$ cat src/rtl/lcd_pkg.sv
// HD44780 command constants and FSM state types shared by the LCD text controller.
// Latency: n/a (declarations only).
// Backpressure: n/a.
package lcd_pkg;

  // HD44780 instruction bytes
  localparam logic [7:0] FUNC_SET_8B = 8'h38;  // 8-bit bus, 2 lines, 5x8 font
  localparam logic [7:0] FUNC_SET_4B = 8'h28;  // 4-bit bus, 2 lines, 5x8 font
  localparam logic [7:0] DISP_ON     = 8'h0C;  // display on, cursor off, blink off
  localparam logic [7:0] ENTRY_INC   = 8'h06;  // auto-increment, no shift
  localparam logic [7:0] CLEAR       = 8'h01;  // clear display (long execution time)
  localparam logic [7:0] SET_DDRAM   = 8'h80;  // set DDRAM address
  localparam logic [7:0] LINE1_BASE  = 8'h40;  // DDRAM base of the second line
  localparam logic [7:0] CHAR_SPACE  = 8'h20;  // blank cell written by the clear sweep

  // Main sequencing FSM
  typedef enum logic [1:0] {
    M_PWRUP,
    M_INIT,
    M_LINE_SEL,
    M_CHAR
  } main_state_t;

  // Per-transfer bus timing FSM (IDLE only during power-up)
  typedef enum logic [2:0] {
    B_IDLE,
    B_SETUP,
    B_PULSE,
    B_HOLD,
    B_WAIT
  } byte_state_t;

  // DDRAM address command for the start of a line
  function automatic logic [7:0] line_sel_cmd(input logic line1);
    return SET_DDRAM | (line1 ? LINE1_BASE : 8'h00);
  endfunction

endpackage

$ cat src/rtl/lcd_text_buf.sv
// Character buffer: DEPTH x 8 simple dual-port RAM, sync write, registered read, clear sweep.
// Latency: read data valid 1 clock after i_rd_addr; writes visible to reads issued after the write clock.
// Backpressure: none; while i_clr is high the sweep writes one blank per clock and user writes lose.
//
// Ports: i_clk/i_rst (sync, active high), i_clr (sweep enable, restarts when deasserted),
//        i_wr_en/i_wr_addr/i_wr_data (user write), i_rd_addr/o_rd_data (registered read).
module lcd_text_buf
  import lcd_pkg::*;
#(
  parameter int DEPTH = 32,
  parameter int AW    = 5
) (
  input  logic          i_clk,
  input  logic          i_rst,
  input  logic          i_clr,
  input  logic          i_wr_en,
  input  logic [AW-1:0] i_wr_addr,
  input  logic [7:0]    i_wr_data,
  input  logic [AW-1:0] i_rd_addr,
  output logic [7:0]    o_rd_data
);

  logic [7:0]    r_mem [DEPTH];
  logic [7:0]    r_rd_data;
  logic [AW-1:0] r_clr_idx;
  logic          r_clr_done;
  logic          w_clr_wr;

  assign w_clr_wr  = i_clr && !r_clr_done && !i_rst;
  assign o_rd_data = r_rd_data;

  // Sweep pointer: runs once per assertion of i_clr, then parks
  always_ff @(posedge i_clk) begin
    if (i_rst || !i_clr) begin
      r_clr_idx  <= '0;
      r_clr_done <= 1'b0;
    end else if (!r_clr_done) begin
      if (r_clr_idx == AW'(DEPTH - 1)) r_clr_done <= 1'b1;
      else                             r_clr_idx  <= r_clr_idx + 1'b1;
    end
  end

  // Read-before-write: a same-clock write to the read address returns the old byte
  always_ff @(posedge i_clk) begin
    if (w_clr_wr)     r_mem[r_clr_idx] <= CHAR_SPACE;
    else if (i_wr_en) r_mem[i_wr_addr] <= i_wr_data;
    r_rd_data <= r_mem[i_rd_addr];
  end

endmodule

$ cat src/rtl/lcd_text_ctrl.sv
// HD44780 text controller: clears buffer, powers up, inits the panel, then refreshes LINES x COLS forever.
// Latency: first E rise PWRUP_WAIT_CYC+ENABLE_CYC clocks after reset; buffer writes show on the next refresh pass.
// Backpressure: writes accepted only while READY=1; out-of-range addresses are dropped silently.
//
// Ports: FPGA_CLK, RST (sync active high); WR_EN/WR_ADDR/WR_DATA buffer write port;
//        READY init done; LCD_RS/LCD_RW/LCD_E/LCD_D panel bus (RW always 0).
// Build option: define LCD_NIBBLE_MODE_EN for a 4-bit bus on LCD_D[7:4] (LCD_D[3:0] held 0).
module lcd_text_ctrl
  import lcd_pkg::*;
#(
  parameter int COLS           = 16,
  parameter int LINES          = 2,
  parameter int ENABLE_CYC     = 25,
  parameter int CMD_WAIT_CYC   = 2500,
  parameter int CLR_WAIT_CYC   = 100000,
  parameter int PWRUP_WAIT_CYC = 2000000
) (
  input  logic                           FPGA_CLK,
  input  logic                           RST,
  input  logic                           WR_EN,
  input  logic [$clog2(LINES*COLS)-1:0]  WR_ADDR,
  input  logic [7:0]                     WR_DATA,
  output logic                           READY,
  output logic                           LCD_RS,
  output logic                           LCD_RW,
  output logic                           LCD_E,
  output logic [7:0]                     LCD_D
);

  localparam int N     = LINES * COLS;
  localparam int AW    = $clog2(N);
  localparam int MAX_A = (PWRUP_WAIT_CYC > CLR_WAIT_CYC) ? PWRUP_WAIT_CYC : CLR_WAIT_CYC;
  localparam int MAX_B = (CMD_WAIT_CYC > ENABLE_CYC) ? CMD_WAIT_CYC : ENABLE_CYC;
  localparam int MAXW  = (MAX_A > MAX_B) ? MAX_A : MAX_B;
  localparam int CW    = $clog2(MAXW + 1);
  localparam int CLW   = $clog2(COLS + 1);
`ifdef LCD_NIBBLE_MODE_EN
  localparam logic [2:0] INIT_LAST = 3'd7;
`else
  localparam logic [2:0] INIT_LAST = 3'd3;
`endif

  // Init script; in nibble mode the first four entries are lone high nibbles
  function automatic logic [7:0] init_byte(input logic [2:0] idx);
`ifdef LCD_NIBBLE_MODE_EN
    case (idx)
      3'd0, 3'd1, 3'd2: return 8'h30;
      3'd3:             return 8'h20;
      3'd4:             return FUNC_SET_4B;
      3'd5:             return DISP_ON;
      3'd6:             return ENTRY_INC;
      default:          return CLEAR;
    endcase
`else
    case (idx)
      3'd0:    return FUNC_SET_8B;
      3'd1:    return DISP_ON;
      3'd2:    return ENTRY_INC;
      default: return CLEAR;
    endcase
`endif
  endfunction

  main_state_t   r_main;
  byte_state_t   r_bst;
  logic [CW-1:0] r_cnt;
  logic [2:0]    r_idx;
  logic [CLW-1:0] r_col;
  logic          r_line;
  logic          r_is_clr;
  logic          r_ready;
  logic          r_rs;
  logic          r_e;
  logic [7:0]    r_d;
`ifdef LCD_NIBBLE_MODE_EN
  logic [7:0]    r_byte;
  logic          r_lo;
  logic          r_single;
  logic          w_nxt_single;
`endif

  main_state_t   w_nxt_main;
  logic [2:0]    w_nxt_idx;
  logic [CLW-1:0] w_nxt_col;
  logic          w_nxt_line;
  logic [7:0]    w_nxt_byte;
  logic          w_nxt_rs;
  logic          w_nxt_ready;
  logic          w_en_done;
  logic          w_launch;
  logic [CW-1:0] w_wait_end;
  logic [7:0]    w_rd_data;
  logic [AW-1:0] w_rd_addr;
  logic          w_wr_en;
  int            w_rd_idx;

  assign READY  = r_ready;
  assign LCD_RS = r_rs;
  assign LCD_RW = 1'b0;
  assign LCD_E  = r_e;
  assign LCD_D  = r_d;

  assign w_wr_en    = WR_EN && r_ready && (32'(WR_ADDR) < 32'(N));
  assign w_en_done  = (r_cnt == CW'(ENABLE_CYC - 1));
  assign w_wait_end = r_is_clr ? CW'(CLR_WAIT_CYC - 1) : CW'(CMD_WAIT_CYC - 1);
  // A new transfer starts at the end of power-up or at the end of the previous byte's WAIT
  assign w_launch   = ((r_bst == B_IDLE) && (r_cnt == CW'(PWRUP_WAIT_CYC - 1))) ||
                      ((r_bst == B_WAIT) && (r_cnt == w_wait_end));

  // The buffer is read continuously at the address of the next data byte; that address
  // is stable for the whole current transfer, so the registered data is ready at launch.
  always_comb begin
    w_rd_idx = (r_line ? COLS : 0) + ((r_main == M_CHAR) ? int'(r_col) + 1 : 0);
    if (w_rd_idx >= N) w_rd_idx = 0;
    w_rd_addr = AW'(w_rd_idx);
  end

  lcd_text_buf #(
    .DEPTH (N),
    .AW    (AW)
  ) u_buf (
    .i_clk     (FPGA_CLK),
    .i_rst     (RST),
    .i_clr     (r_main == M_PWRUP),
    .i_wr_en   (w_wr_en),
    .i_wr_addr (WR_ADDR),
    .i_wr_data (WR_DATA),
    .i_rd_addr (w_rd_addr),
    .o_rd_data (w_rd_data)
  );

  // What the next transfer is, given where the sequence currently stands
  always_comb begin
    w_nxt_main  = r_main;
    w_nxt_idx   = r_idx;
    w_nxt_col   = r_col;
    w_nxt_line  = r_line;
    w_nxt_byte  = 8'h00;
    w_nxt_rs    = 1'b0;
    w_nxt_ready = r_ready;
    case (r_main)
      M_PWRUP: begin
        w_nxt_main = M_INIT;
        w_nxt_idx  = 3'd0;
        w_nxt_byte = init_byte(3'd0);
      end
      M_INIT: begin
        if (r_idx == INIT_LAST) begin
          w_nxt_main  = M_LINE_SEL;
          w_nxt_line  = 1'b0;
          w_nxt_byte  = line_sel_cmd(1'b0);
          w_nxt_ready = 1'b1;
        end else begin
          w_nxt_idx  = r_idx + 3'd1;
          w_nxt_byte = init_byte(r_idx + 3'd1);
        end
      end
      M_LINE_SEL: begin
        w_nxt_main = M_CHAR;
        w_nxt_col  = '0;
        w_nxt_byte = w_rd_data;
        w_nxt_rs   = 1'b1;
      end
      M_CHAR: begin
        if (r_col == CLW'(COLS - 1)) begin
          w_nxt_main = M_LINE_SEL;
          w_nxt_line = (LINES > 1) ? ~r_line : 1'b0;
          w_nxt_byte = line_sel_cmd(w_nxt_line);
        end else begin
          w_nxt_col  = r_col + 1'b1;
          w_nxt_byte = w_rd_data;
          w_nxt_rs   = 1'b1;
        end
      end
      default: ;
    endcase
`ifdef LCD_NIBBLE_MODE_EN
    w_nxt_single = (w_nxt_main == M_INIT) && (w_nxt_idx < 3'd4);
`endif
  end

  always_ff @(posedge FPGA_CLK) begin
    if (RST) begin
      r_main   <= M_PWRUP;
      r_bst    <= B_IDLE;
      r_cnt    <= '0;
      r_idx    <= '0;
      r_col    <= '0;
      r_line   <= 1'b0;
      r_is_clr <= 1'b0;
      r_ready  <= 1'b0;
      r_rs     <= 1'b0;
      r_e      <= 1'b0;
      r_d      <= 8'h00;
`ifdef LCD_NIBBLE_MODE_EN
      r_byte   <= 8'h00;
      r_lo     <= 1'b0;
      r_single <= 1'b0;
`endif
    end else if (w_launch) begin
      r_main   <= w_nxt_main;
      r_idx    <= w_nxt_idx;
      r_col    <= w_nxt_col;
      r_line   <= w_nxt_line;
      r_ready  <= w_nxt_ready;
      r_rs     <= w_nxt_rs;
      r_is_clr <= !w_nxt_rs && (w_nxt_byte == CLEAR);
      r_bst    <= B_SETUP;
      r_cnt    <= '0;
`ifdef LCD_NIBBLE_MODE_EN
      r_byte   <= w_nxt_byte;
      r_lo     <= 1'b0;
      r_single <= w_nxt_single;
      r_d      <= {w_nxt_byte[7:4], 4'h0};
`else
      r_d      <= w_nxt_byte;
`endif
    end else begin
      case (r_bst)
        B_SETUP: begin
          if (w_en_done) begin
            r_bst <= B_PULSE;
            r_e   <= 1'b1;
            r_cnt <= '0;
          end else r_cnt <= r_cnt + 1'b1;
        end
        B_PULSE: begin
          if (w_en_done) begin
            r_bst <= B_HOLD;
            r_e   <= 1'b0;
            r_cnt <= '0;
          end else r_cnt <= r_cnt + 1'b1;
        end
        B_HOLD: begin
          if (w_en_done) begin
            r_cnt <= '0;
`ifdef LCD_NIBBLE_MODE_EN
            // Low nibble follows immediately; WAIT only after the full byte
            if (!r_lo && !r_single) begin
              r_lo  <= 1'b1;
              r_d   <= {r_byte[3:0], 4'h0};
              r_bst <= B_SETUP;
            end else begin
              r_bst <= B_WAIT;
            end
`else
            r_bst <= B_WAIT;
`endif
          end else r_cnt <= r_cnt + 1'b1;
        end
        default: r_cnt <= r_cnt + 1'b1;  // IDLE and WAIT just count to w_launch
      endcase
    end
  end

endmodule

$ cat config.mk
export PLATFORM = sky130hd
export DESIGN_NAME = lcd_text_ctrl
export DESIGN_NICKNAME = d
export VERILOG_FILES = /design/src/rtl/lcd_pkg.sv /design/src/rtl/lcd_text_buf.sv /design/src/rtl/lcd_text_ctrl.sv
export SDC_FILE = /design/constraint.sdc
export NUM_CORES = 1
export LEC_CHECK = 0
export CAP_MARGIN = 40
export CORE_ASPECT_RATIO = 0.8
export CORE_MARGIN = 1
export CORE_UTILIZATION = 40
export DETAILED_ROUTE_END_ITERATION = 12
export GPL_ROUTABILITY_DRIVEN = 0
export GPL_TIMING_DRIVEN = 0
export SLEW_MARGIN = 20
export SYNTH_ARGS = -nofsm -noshare
export SYNTH_HDL_FRONTEND = slang
export SYNTH_SLANG_ARGS = --single-unit
$ cat constraint.sdc
create_clock -name FPGA_CLK -period 3.5 [get_ports FPGA_CLK]
set_input_delay 0.7 -clock FPGA_CLK [delete_from_list [all_inputs] [get_ports FPGA_CLK]]
set_output_delay 0.7 -clock FPGA_CLK [all_outputs]
set_load 0.03 [all_outputs]
Yosys cells after proc, flatten, opt, wreduce, memory -nomap -nowiden
Memory sizes are Yosys's and may differ from the RTL's. A register that Yosys moved wholly into a read port is not among the register bits.
Index checks and enable logic that the tools add are counted.
{ "totals": {"register_bits": 53, "latchBits": 0, "ram_bits": 256, "rom_bits": 0, "output_inout_bits": 12, "elab_cells": 126, "memories": 1} }
{ "mem_list": {"columns": ["memory", "words", "width", "read_ports", "rd_ports_with_merged_regs", "write_ports", "line_no", "text"], "rows": [
  ["u_buf.r_mem", 32, 8, 1, 1, 1, "lcd_text_buf.sv:23", "logic [7:0] r_mem [DEPTH];"]
]} }
{ "op_classes": {"n_addsub": 6, "n_mul": 0, "n_div": 0, "magnitude_cmp": 1, "eq_ne": 26, "shift": 0, "n_mux": 41, "bitwise_logic": 4, "n_reduce_logical": 33} }
{ "op_table": {"columns": ["operator", "n"], "rows": [
  ["$mux 21", 2],
  ["$pmux 8 s4", 1],
  ["$mux 8", 3],
  ["$add 21x1->21 const B", 1],
  ["$eq 21x17->1", 1],
  ["$eq 21x21->1 const B", 1],
  ["$eq 21x5->1 const B", 1],
  ["$mux 5", 4],
  ["$pmux 6 s3", 1],
  ["$mux 17", 1],
  ["$reduce_and 4->1", 4],
  ["$mux 1", 14],
  ["$eq 3x2->1 const B", 4],
  ["$mux 3", 4],
  ["$ne 2x2->1 const B", 6],
  ["$reduce_and 3->1", 4],
  ["$add 5x1->5 const B", 2],
  ["$pmux 5 s2", 1],
  ["$ne 3x3->1 const B", 3],
  ["$pmux 3 s3", 1],
  ["$eq 8x1->1 const B", 1],
  ["$pmux 2 s4", 1],
  ["$reduce_bool 2->1", 4],
  ["$reduce_or 8->1", 1],
  ["other kinds (27)", 45]
]} }

Logic depth before layout (Yosys ltp)
{ "depth": {"word_depth": 7, "mapped_depth": 16} }

By module
From an unflattened synthesis, not the netlist that was laid out.
{ "unflattened": {"cells_unflattened": 793, "area_unflattened_um2": 13203.9} }
{ "modules_own_cells": {"columns": ["module", "instances", "cells_each", "area_per_inst_um2", "seq_area_each_um2"], "rows": [
  ["lcd_text_buf", 1, 476, 10665.2, 7967.6],
  ["lcd_text_ctrl", 1, 317, 2538.7, 940.9]
]} }

Worst setup path after synthesis
No wires, ideal clock.
{ "synth_timing": {"path_kind": "input -> register", "from": "input RST", "to": "memory u_buf.r_mem[24][0] (enable)", "setup_time_ps": 370, "arrival_ps": 2755, "t_required_ps": 3130, "slack_ps": 375, "stages": 9, "n_path_buf": 3, "path_cell_list": "clkbuf_1 or3_1 clkbuf_1 nor2_1 nor2_1 clkbuf_1 mux2i_1 or2_2 nor2_1"} }
{ "synth_between": {"elab_chain_len": 6} }
{ "synth_lines": {"columns": ["element", "line_no", "text"], "rows": [
  ["start, declared", "lcd_text_ctrl.sv:19", "input logic RST,"],
  ["$logic_not 1->1 (*)", "lcd_text_buf.sv:29", "assign w_clr_wr = i_clr && !r_clr_done && !i_rst;"],
  ["$logic_and 1x1->1 (*)", "lcd_text_buf.sv:29", null],
  ["$mux 1", "lcd_text_buf.sv:45", "if (w_clr_wr) r_mem[r_clr_idx] <= CHAR_SPACE;"],
  ["$mux 1 (not written as such)", "lcd_text_buf.sv:46", "else if (i_wr_en) r_mem[i_wr_addr] <= i_wr_data;"],
  ["$reduce_or 8->1 (no source line)", null, null],
  ["$mux 5 (no source line) / $mux 1 (equally long branches)", null, null],
  ["end, declared", "lcd_text_buf.sv:23", null]
]} }
Mark *: on every way between the ends. The rest lies on a longest branch, timed or not.

Final worst setup path
{ "layout_timing": {"from": "register r_main[1]", "to": "memory u_buf.r_mem[0][0] (enable)"} }
{ "layout_between": {"elab_chain_len": 7} }
{ "layout_lines": {"columns": ["element", "line_no", "text"], "rows": [
  ["start, declared", "lcd_text_ctrl.sv:64", "main_state_t r_main;"],
  ["start signal, assigned", "lcd_text_ctrl.sv:201", "r_main <= w_nxt_main;"],
  ["$logic_not 2->1 (*)", "lcd_text_ctrl.sv:124", ".i_clr (r_main == M_PWRUP),"],
  ["$logic_and 1x1->1 (*) (2 in series)", "lcd_text_buf.sv:29", null],
  ["$mux 1", "lcd_text_buf.sv:45", null],
  ["$mux 1 (not written as such)", "lcd_text_buf.sv:46", null],
  ["$reduce_or 8->1 (no source line)", null, null],
  ["$mux 5 (no source line) / $mux 1 (equally long branches)", null, null]
]} }
Marks and branches as above.

==> impl_results.md <==
* Arrival @ worst endpoint at 3.64 ns
* Number of synthesized flops with an enable pin at 256
* Hold Path Origin: LCD_D[7]$_SDFFE_PP0P_
* Startpoint of the lowest-slack register-to-register path: r_main[1]$_SDFFE_PP0P_
* Maximum cell stage delay along the critical path at 0.57 ns
* Number of nets with antenna violations after detailed routing at 0
* Outcome: finished, final reports clean
* Class of the tightest hold or removal check: flop to flop
* Type of destination of the critical path: flop
* Global-route wire length before repair at 53800 um
* Post-synth top flop: edfxtp_1
* Post-layout net count at 1247
* Post-CTS Hold Fix Bufs at 0
* Share of flip-flops with an asynchronous set or reset at 0%
* Clock transition time at the flip-flop clock pins of the worst setup and hold paths at 0.06 ns
* Antenna Cells at 0
* Number of instances in the synthesized netlist at 1155
* Total routed wirelength at 35200 um
* Die width at 207 um
* Die height at 166 um
* Routed wire per std cell at 21.1 um
* Number of port buffers at 25
* H-Tree Depth at 2
* Clock latency on the worst-skew pair at 0.52 ns
* Core footprint at 0.0329 mm^2
* Post-place setup slack at -0.816 ns
* Layout filler cell count at 2898
* Worst Path Required at 3.65 ns
* Flop2flop setup slack at 0.01 ns
* Drt pass-1 iters at 5
* Cell taking the most area after synthesis: edfxtp_1
* PnR Total Power at 7.64 mW
* Number of placement rows at 59
* Distinct cell type count after synthesis at 59
* Overall via count from detail_route at 9318
* CP Launch Point: r_main[1]$_SDFFE_PP0P_
* Post-Syn Nets at 1184
* Sequential fraction of the synthesis area at 65.9%
* IR drop worst, VDD at 0.340 mV
* Register-to-Register Path Depth at 7
* Synthesis-stage register bit count at 317
* Max-slew violation total from the final report at 0
* Period Utilization, post-route at 99.6%
* Final total negative setup slack at 0 ns
* Max Root-Sink Buffers at 3
* Area enclosed by the die boundary at 0.0345 mm^2
* Number of antenna violations at the first check in global routing at 0
* Average footprint of a synthesized cell at 11.7 um^2
* Area share of the largest cell type after synthesis at 56.9%
* Most numerous cell on the critical path: nor2_1
* Worst-path fanout max at 10
* Library cell used as clock root buffer: clkbuf_16
* Area of the mapped netlist at 0.0135 mm^2
* Startpoint type of the worst setup path: flop
* Largest delay share family, worst path: simple AND/OR/NAND/NOR gates
* Final critical-path required period at 3.49 ns
* Setup skew after layout at 0.0279 ns
* Avg Vias per Cell at 5.58
* RSZ-0062 raised after global routing: true
* Leakage power at 5.42 nW
* Relative slew slack at 38.4%
* Slowest stage cell, crit path: nor2_2
* # DRC at 0
* Crit path capture: u_buf.r_mem[0][0]$_DFFE_PP_
* Layout overhead on the synthesized area at 17.5%
* Top area cells in the synthesized netlist: edfxtp_1 (57%), dfxtp_1 (9.0%), nand2_1 (4.2%)
* Count of warnings emitted by yosys at 0
* Cell area power density at 482 mW/mm^2
* Most frequent standard cell in the layout excluding fill and tap cells: edfxtp_1
* Final count of negative-setup-slack endpoints at 0
* Actual transition at the worst max-transition pin at 0.925 ns
* Maximum clock rate at 287 MHz
* Number of maximum-capacitance violations at 0
* Starting utilization of the core area at 41.1%
* Number of buffers and inverters on the critical path at 1
* Cts bufs inserted at 34
* Pin count of the biggest net entering global routing at 33
* CTS tree: done
* Boundary Pins at 28
* Number of global-route vias before repair at 9080
* Worst-path cell chain: or3_1 > clkbuf_1 > nor2_1 > nor2_1 > mux2i_1 > nand2_1 > nor2_2
* Most frequent cells in the layout: edfxtp_1 (256), nand2_1 (149), nor2_1 (90)
* Sink Count at 317
* Final number of hold-violating endpoints at 0
* Detailed Place HPWL at 24300 um
* Min setup slack post-route at 0.0129 ns
* Starting DRT DRC Count at 1010
* Worst reg2reg path endpoint: u_buf.r_mem[0][0]$_DFFE_PP_
* Category of the critical setup timing path: flop to flop
* Total global-route track usage at 20.5%
* Share of final-layout standard cells stronger than drive strength 1 at 13.3%
* Final core utilization at 48.3%
* Residual overflow from global routing at 0
* Depth of the critical timing path with buffers and inverters included at 7
## final cells by class
class | instances | area, um^2 | area share [%]
Multi-Input combinational cell | 737 | 4540 | 28.6
Sequential cell | 317 | 8910 | 56.1
Timing Repair Buffer | 35 | 430 | 2.71
Buffer | 64 | 304 | 1.92
Clock inverter | 9 | 101 | 0.638
Inverter | 29 | 109 | 0.686
Tap cell | 427 | 534 | 3.37
Clock buffer | 52 | 950 | 5.98
## worst min-delay path by stage
stage | to | slack [ns] | cells after the start
after floorplan | r_cnt[0]$_SDFF_PP0_ | 0.44 | 1
after global placement | LCD_D[7]$_SDFFE_PP0P_ | 0.44 | 2
after detailed placement | LCD_D[7]$_SDFFE_PP0P_ | 0.45 | 2
after CTS | LCD_D[7]$_SDFFE_PP0P_ | 0.46 | 2
after global routing | LCD_D[7]$_SDFFE_PP0P_ | 0.48 | 2
final | LCD_D[7]$_SDFFE_PP0P_ | 0.46 | 2
## sequential cells by signal (all words and copies together), names as in the netlist, 3 cells and up
register	cells
r_cnt	21
LCD_D	8
r_idx	3
u_buf.r_mem	256
u_buf.o_rd_data	8
u_buf.r_clr_idx	5
r_col	5
r_bst	3
## metrics by stage
step / hold slack (ns) / instance area, um^2 / instances
floorplan: 0.441 / 13500 / 1155
finish: 0.461 / 15900 / 1670
global route: 0.484 / 15900 / 1670
CTS: 0.461 / 15700 / 1672
detailed placement: 0.452 / 14500 / 1613
global placement: 0.443 / 14300 / 1607
## synthesized netlist by cell type (14+ instances only)
master      n
dfxtp_1    61
nor3_1     16
nor3b_1    32
nand2_1   152
o21ai_0    53
clkbuf_1   60
nand3_1    38
inv_1      29
xnor2_1    15
a21oi_1    41
nor2_1    126
and3_1     18
mux2i_1    14
nand3b_1   22
a31oi_1    26
edfxtp_1  256
a32oi_1    23
## layer usage
metal / vias up / global-route usage, % / share of wire, %
met1: 4534 / 29.3 / 45
li1: 4398 / - / -
met4: 0 / 5.71 / 2.1
met3: 53 / 3.82 / 7.0
met2: 333 / 31.8 / 45
met5: - / 0 / 0
## what timing repair did
item | 4_1_cts | 5_1_grt
setup endpoints to repair | 240 | 264
gates resized for setup | 57 | 79
gates cloned | 0 | 0
pin swaps | 1 | 4
setup buffers | 3 | 0
## worst register-to-register path: stages (launching register included)
cell      delay, ns
dfxtp_1        0.55
or3_1          0.33
clkbuf_1       0.33
nor2_1         0.15
nor2_1         0.36
mux2i_1        0.36
nand2_1        0.47
nor2_2         0.57
## cells by family (layout without fill, tap and decap cells)
kind of cell / count (synthesis) / after routing / share of synthesized area [%]
XOR/XNOR: 24 / 24 / 1.56
flip-flops: 317 / 317 / 65.9
other: 1 / 1 / 0.0278
AO/OA/AOI/OAI: 205 / 205 / 9.82
adder cells (fa/ha/maj): 13 / 13 / 1.20
multiplexers: 16 / 16 / 1.20
AND/OR/NAND/NOR: 478 / 478 / 17.4
buffers and inverters: 101 / 189 / 2.91
## power breakdown
part / leakage, nW / switching, mW / internal [mW] / total (mW)
clock: 0.512 / 1.43 / 2.03 / 3.46
sequential: 3.18 / 0.0130 / 4.05 / 4.06
combinational: 1.72 / 0.0844 / 0.0438 / 0.128
total: 5.42 / 1.53 / 6.12 / 7.64
(Power assumes the default switching activity.)
